--- src/rtl/prbs31_word_generator.sv ---
// prbs31_word_generator
// Transmit-side PRBS31 (x^31 + x^28 + 1) word source, 32 bits per clock.
// Word bit 0 is the earliest bit in time, bit 31 the latest. Optional
// single-word or burst bit-flip injection is applied to the output word
// only; the LFSR itself is never corrupted, so the downstream checker
// sees each isolated flip as exactly three errors.

module prbs31_word_generator #(
  parameter logic [30:0] SEED = 31'h7FFF_FFFF
) (
  input  logic        clock,
  input  logic        reset,
  input  logic        enable,
  input  logic        seed_load,
  input  logic [30:0] seed_in,
  input  logic        inject_single,
  input  logic        inject_burst,
  input  logic [7:0]  inject_burst_len,
  input  logic [4:0]  err_bit_pos,
  output logic [31:0] data_out,
  output logic        data_valid,
  output logic        inject_busy,
  output logic [31:0] inject_count
);

  localparam int DATA_W = 32;
  localparam int STATE_W = 31;

  typedef enum logic {
    IDLE  = 1'b0,
    BURST = 1'b1
  } inj_state_t;

  // Next 32 stream bits from the last 31 (state[30] most recent).
  // b[n] = b[n-31] ^ b[n-28]; bits 28..31 of the word depend on bits
  // produced earlier in the same word.
  function automatic logic [DATA_W-1:0] prbs_word(input logic [STATE_W-1:0] s);
    logic [DATA_W-1:0] w;
    w        = '0;
    w[27:0]  = s[27:0] ^ s[30:3];
    w[30:28] = s[30:28] ^ w[2:0];
    w[31]    = w[0] ^ w[3];
    return w;
  endfunction

  // A zero state would lock the LFSR, so an all-zero seed falls back to SEED.
  function automatic logic [STATE_W-1:0] seed_sel(input logic [STATE_W-1:0] s);
    return (s == '0) ? SEED : s;
  endfunction

  // One-hot flip mask for a word bit position.
  function automatic logic [DATA_W-1:0] onehot(input logic [4:0] p);
    logic [DATA_W-1:0] m;
    m    = '0;
    m[p] = 1'b1;
    return m;
  endfunction

  logic [STATE_W-1:0] lfsr_q;
  inj_state_t         fsm_q;
  inj_state_t         fsm_d;
  logic [7:0]         remain_q;
  logic [7:0]         remain_d;
  logic [4:0]         pos_q;
  logic [4:0]         pos_d;
  logic [DATA_W-1:0]  flip_mask;
  logic [DATA_W-1:0]  word_p0;
  logic               gen_p0;

  // Stage 0: clean word from the current state, and whether a word is emitted.
  assign word_p0     = prbs_word(lfsr_q);
  assign gen_p0      = enable && !seed_load;
  assign inject_busy = (fsm_q == BURST);

  // Injection FSM next state, burst bookkeeping and the flip mask for this word.
  always_comb begin
    fsm_d     = fsm_q;
    remain_d  = remain_q;
    pos_d     = pos_q;
    flip_mask = '0;
    if (seed_load) begin
      fsm_d = IDLE;
    end else if (enable) begin
      case (fsm_q)
        IDLE: begin
          if (inject_burst && (inject_burst_len != 8'd0)) begin
            pos_d     = err_bit_pos;
            flip_mask = onehot(err_bit_pos);
            // This word is the first of the burst; a length of one ends here.
            if (inject_burst_len != 8'd1) begin
              fsm_d    = BURST;
              remain_d = inject_burst_len - 8'd1;
            end
          end else if (inject_single) begin
            flip_mask = onehot(err_bit_pos);
          end
        end
        BURST: begin
          flip_mask = onehot(pos_q);
          if (remain_q == 8'd1) begin
            fsm_d = IDLE;
          end else begin
            remain_d = remain_q - 8'd1;
          end
        end
        default: begin
          fsm_d = IDLE;
        end
      endcase
    end
  end

  // Injection FSM state register.
  always_ff @(posedge clock) begin
    if (reset) begin
      fsm_q <= IDLE;
    end else begin
      fsm_q <= fsm_d;
    end
  end

  // Burst position and remaining count only matter while in BURST, so they carry no reset.
  always_ff @(posedge clock) begin
    remain_q <= remain_d;
    pos_q    <= pos_d;
  end

  // Stage 1: LFSR advance, registered output word and injection counter.
  always_ff @(posedge clock) begin
    if (reset) begin
      lfsr_q       <= SEED;
      data_out     <= '0;
      data_valid   <= 1'b0;
      inject_count <= '0;
    end else if (seed_load) begin
      lfsr_q     <= seed_sel(seed_in);
      data_valid <= 1'b0;
    end else if (gen_p0) begin
      lfsr_q     <= word_p0[31:1];
      data_out   <= word_p0 ^ flip_mask;
      data_valid <= 1'b1;
      if (flip_mask != '0) begin
        inject_count <= inject_count + 32'd1;
      end
    end else begin
      data_valid <= 1'b0;
    end
  end

endmodule

--- config.mk ---
export PLATFORM = sky130hd
export DESIGN_NAME = prbs31_word_generator
export DESIGN_NICKNAME = d
export VERILOG_FILES = /design/src/rtl/prbs31_word_generator.sv
export SDC_FILE = /design/constraint.sdc
export NUM_CORES = 1
export LEC_CHECK = 0
export BUFFER_PORTS_ARGS = -buffer_cell sky130_fd_sc_hd__buf_2
export CORE_MARGIN = 5
export CORE_UTILIZATION = 50
export CTS_CLUSTER_DIAMETER = 120
export DETAILED_ROUTE_END_ITERATION = 10
export GPL_ROUTABILITY_DRIVEN = 0
export GPL_TIMING_DRIVEN = 0
export PLACE_DENSITY = 0.72
export SYNTH_ARGS = -nofsm -noshare
export SYNTH_HDL_FRONTEND = slang
export SYNTH_SLANG_ARGS = --single-unit
--- constraint.sdc ---
create_clock -name clock -period 9.88 [get_ports clock]
set_clock_uncertainty 0.05 [all_clocks]
set_input_delay 2.47 -clock clock [delete_from_list [all_inputs] [get_ports clock]]
set_output_delay 2.47 -clock clock [all_outputs]
set_load 0.005 [all_outputs]
==> results.md <==
- Final core utilization: 59.09%
- Initial Utilization: 51.04%
- Final Hold Viols: 0
- Inserted Diodes: 0
- Die area: 0.01600 sq mm
- Clock transition at the registers of the reported paths: 0.07 ns
- Peak VDD IR: 0.0001029 V
- Post-Syn Nets: 869
- Worst Hold Endpoint: data_out[30]$_SDFFE_PP0P_
- DRC: 0
- Delay-heaviest family, CP: compound AO/OA/AOI/OAI gates
- Rows: 42
- Vias per std cell: 5.735
- Final min period: 4.993 ns
- Most frequent CP cell: a21oi_2
- CTS Buffer Depth: 2
- Clock latency on the worst-skew pair: 0.36 ns
- Synth async-reset ratio: 0%
- TritonCTS clock tree: built
- Hold Path Class: reg2reg
- Worst setup path class: in2reg
- Tot GR Track Use: 23.99%
- Synthesis-stage register bit count: 110
- PwrDens: 132.6 mW/mm^2
- Period utilization: 50.53%
- Crit-path max cell delay: 0.51 ns
- Post-CTS setup buffers: 0
- Mapped Cells: 813
- I/O pins: 116
- Yosys top cell by area: dfxtp_1
- Total Power: 1.042 mW
- Root buffer cell: clkbuf_16
- Worst EP required: 10.08 ns
- Clock share of power: 34.5%
- Nets: 993
- Worst R2R Setup Slack: 6.90 ns
- Logic pwr share: 18.1%
- H-tree lvl count: 3
- Final setup violating endpoints: 0
- Vias in the first global route: 6,117
- Hold Path Stages: 2
- Most common cell in the netlist: nor2_1
- Hold_sp: data_out[30]$_SDFFE_PP0P_
- Initial DRT Pass Iterations: 4
- Syn_area_per_cell: 8.346 sq um
- Clock sinks: 110
- Global route overflow: 0
- Area Overhead vs Synth: 15.78%
- Core ar.: 0.01330 sq mm
- Relative slew slack: 50.50%
- Die X: 126.5 um
- Maxcap violations: 0
- Number of synthesized flops with an enable pin: 13
- Arrival time worst endpoint: 5.19 ns
- Internal Pwr Total: 0.7421 mW
- Sequential fraction of the synthesis area: 34.37%
- CTS buffer count: 9
- Initial antenna violation count: 0
- CP Launch Type: input pin
- Distinct cells, synth: 65
- F_max: 200.3 MHz
- Slowest cell on crit path: or4b_1
- Top-area cell type share of the netlist area: 28.62%
- Status: completed
- Switch share: 28.77%
- Worst path bufs/invs: 3
- Flop pwr share: 47.4%
- Slew Limit Fails: 0
- Reg2reg start: inject_busy$_SDFFE_PP0P_
- Post-CTS Hold Fix Bufs: 0
- Netlist area before placement: 0.006785 sq mm
- DP Wirelength: 14.64 mm
- Critical Path Fanout Max: 10
- Predominant post-synthesis flop cell: dfxtp_1
- Synth warn: 0
- Cells along the critical path: buf_2 -> inv_1 -> ha_1 -> or4b_1 -> o21a_4 -> nand2_1 -> o22ai_1 -> a21oi_2 -> bufbuf_8 -> a21oi_2 -> mux2_4
- Routed vias: 6,406
- Total Wirelength: 19.24 mm
- Share of cells above drive strength 1: 22.10%
- Post-cts sizing count: 0
- Routed length per instance: 17.22 um
- # port buffers: 113
- Synth cell count leaders: nor2_1 (115), dfxtp_1 (97), nand2_1 (58)
- Leading cell types by total area after synthesis: dfxtp_1 (29%), nor2_1 (6.4%), edfxtp_1 (5.8%)
- Setup TNS: 0 ns
- RSZ-0062 raised after global routing: false
- Pin count of the biggest net entering global routing: 17
- Critical Path Sink Type: flip-flop
- Worst-Margin Slew: 0.7325 ns
- FF-to-FF End: inject_count[7]$_SDFFE_PP0P_
- Initial drt markers: 477
- P_sw: 0.2997 mW
- First-pass GRT wire length: 31.42 mm
- R2R cell count: 9
- Die Y: 126.5 um
- Antenna Nets Post-Route: 0
- Pleak: 3.021 nW
-- power by group through the flow --
stage	logic, mW	registers (mW)	clock network (mW)
final	0.188	0.494	0.359
after global routing	0.208	0.497	0.385
after CTS	0.187	0.494	0.366
after detailed placement	0.185	0.504	0
after global placement	0.183	0.504	0
after floorplan	0.125	0.501	0
-- tightest hold or removal path, stage by stage (launching register included) --
cell and delay [ns]:
dfxtp_1 0.31, nand2_1 0.05, a21oi_1 0.05
-- layout make-up --
| cell class | count | area (sq um) |
|---|---|---|
| fill | 1220 | 5439 |
| multi-input combinational | 635 | 4136 |
| sequential | 110 | 2332 |
| timing repair buffer | 113 | 565.5 |
| buffer | 58 | 279.0 |
| clock buffer | 13 | 271.5 |
| tap | 176 | 220.2 |
| inverter | 10 | 37.54 |
| clock inverter | 2 | 13.76 |
-- routing by layer --
metal	vias to the layer above	routed length, um	GRT usage [%]	part of all wire (%)
met4	0	369	7.445	1.9
met5	-	0	0	0
li1	3159	-	-	-
met1	2986	8375	31.75	44
met3	26	1321	5.086	6.9
met2	235	9174	39.32	48
-- worst max path at each step --
stage	from	to	cells after the start
detailed placement	inject_burst_len[0]	inject_count[26]$_SDFFE_PP0P_	11
global placement	inject_burst_len[1]	inject_count[26]$_SDFFE_PP0P_	11
finish	inject_burst_len[1]	inject_count[7]$_SDFFE_PP0P_	11
CTS	inject_burst_len[0]	inject_count[7]$_SDFFE_PP0P_	11
global route	inject_burst_len[0]	inject_count[11]$_SDFFE_PP0P_	11
floorplan	inject_burst_len[1]	inject_count[15]$_SDFFE_PP0P_	10
-- flip-flops by register name (all words and copies together) (netlist names) --
register,cells
pos_q,5
remain_q,8
data_valid,1
lfsr_q,31
inject_busy,1
inject_count,32
data_out,32
-- per-stage QoR --
stage                     setup slack (ns)  instance area, sq um  std cells  hold WS (ns)
after floorplan                      5.049                  6785        813        0.3982
after global placement               4.607                  7571       1102        0.3975
after detailed placement             4.559                  7571       1102        0.3992
after CTS                            4.932                  7856       1117        0.4126
after global routing                 4.769                  7856       1117        0.4283
final                                4.887                  7856       1117        0.4100
-- cell families after synthesis --
logic type / synth area share, %
compound gates: 18.38
buf+inv: 4.665
fa+ha+maj: 1.106
simple gates: 25.43
xor+xnor: 7.616
mux: 8.427
flops: 34.37
-- cells in the final DEF, fill, tap and decap left out, types with 4 or more instances in the layout --
cell type / n
a2111oi_0: 6
a211oi_1: 14
a21oi_1: 46
a21oi_2: 28
and2_1: 4
and3_1: 10
and4_1: 4
buf_2: 114
buf_6: 6
clkbuf_1: 51
clkbuf_16: 10
dfxtp_1: 97
edfxtp_1: 13
ha_1: 6
inv_1: 9
mux2_2: 6
mux2_4: 26
mux2i_1: 8
nand2_1: 58
nand2b_1: 10
nand3_1: 31
nand3b_1: 4
nand4_1: 17
nor2_1: 115
nor2b_1: 33
nor3_1: 21
nor4_1: 13
o21ai_0: 8
o21ai_1: 4
o22a_1: 4
o22ai_1: 49
o32ai_1: 4
or3_1: 6
xnor2_1: 30
xor2_1: 29
Power figures use the tool's default switching activity.
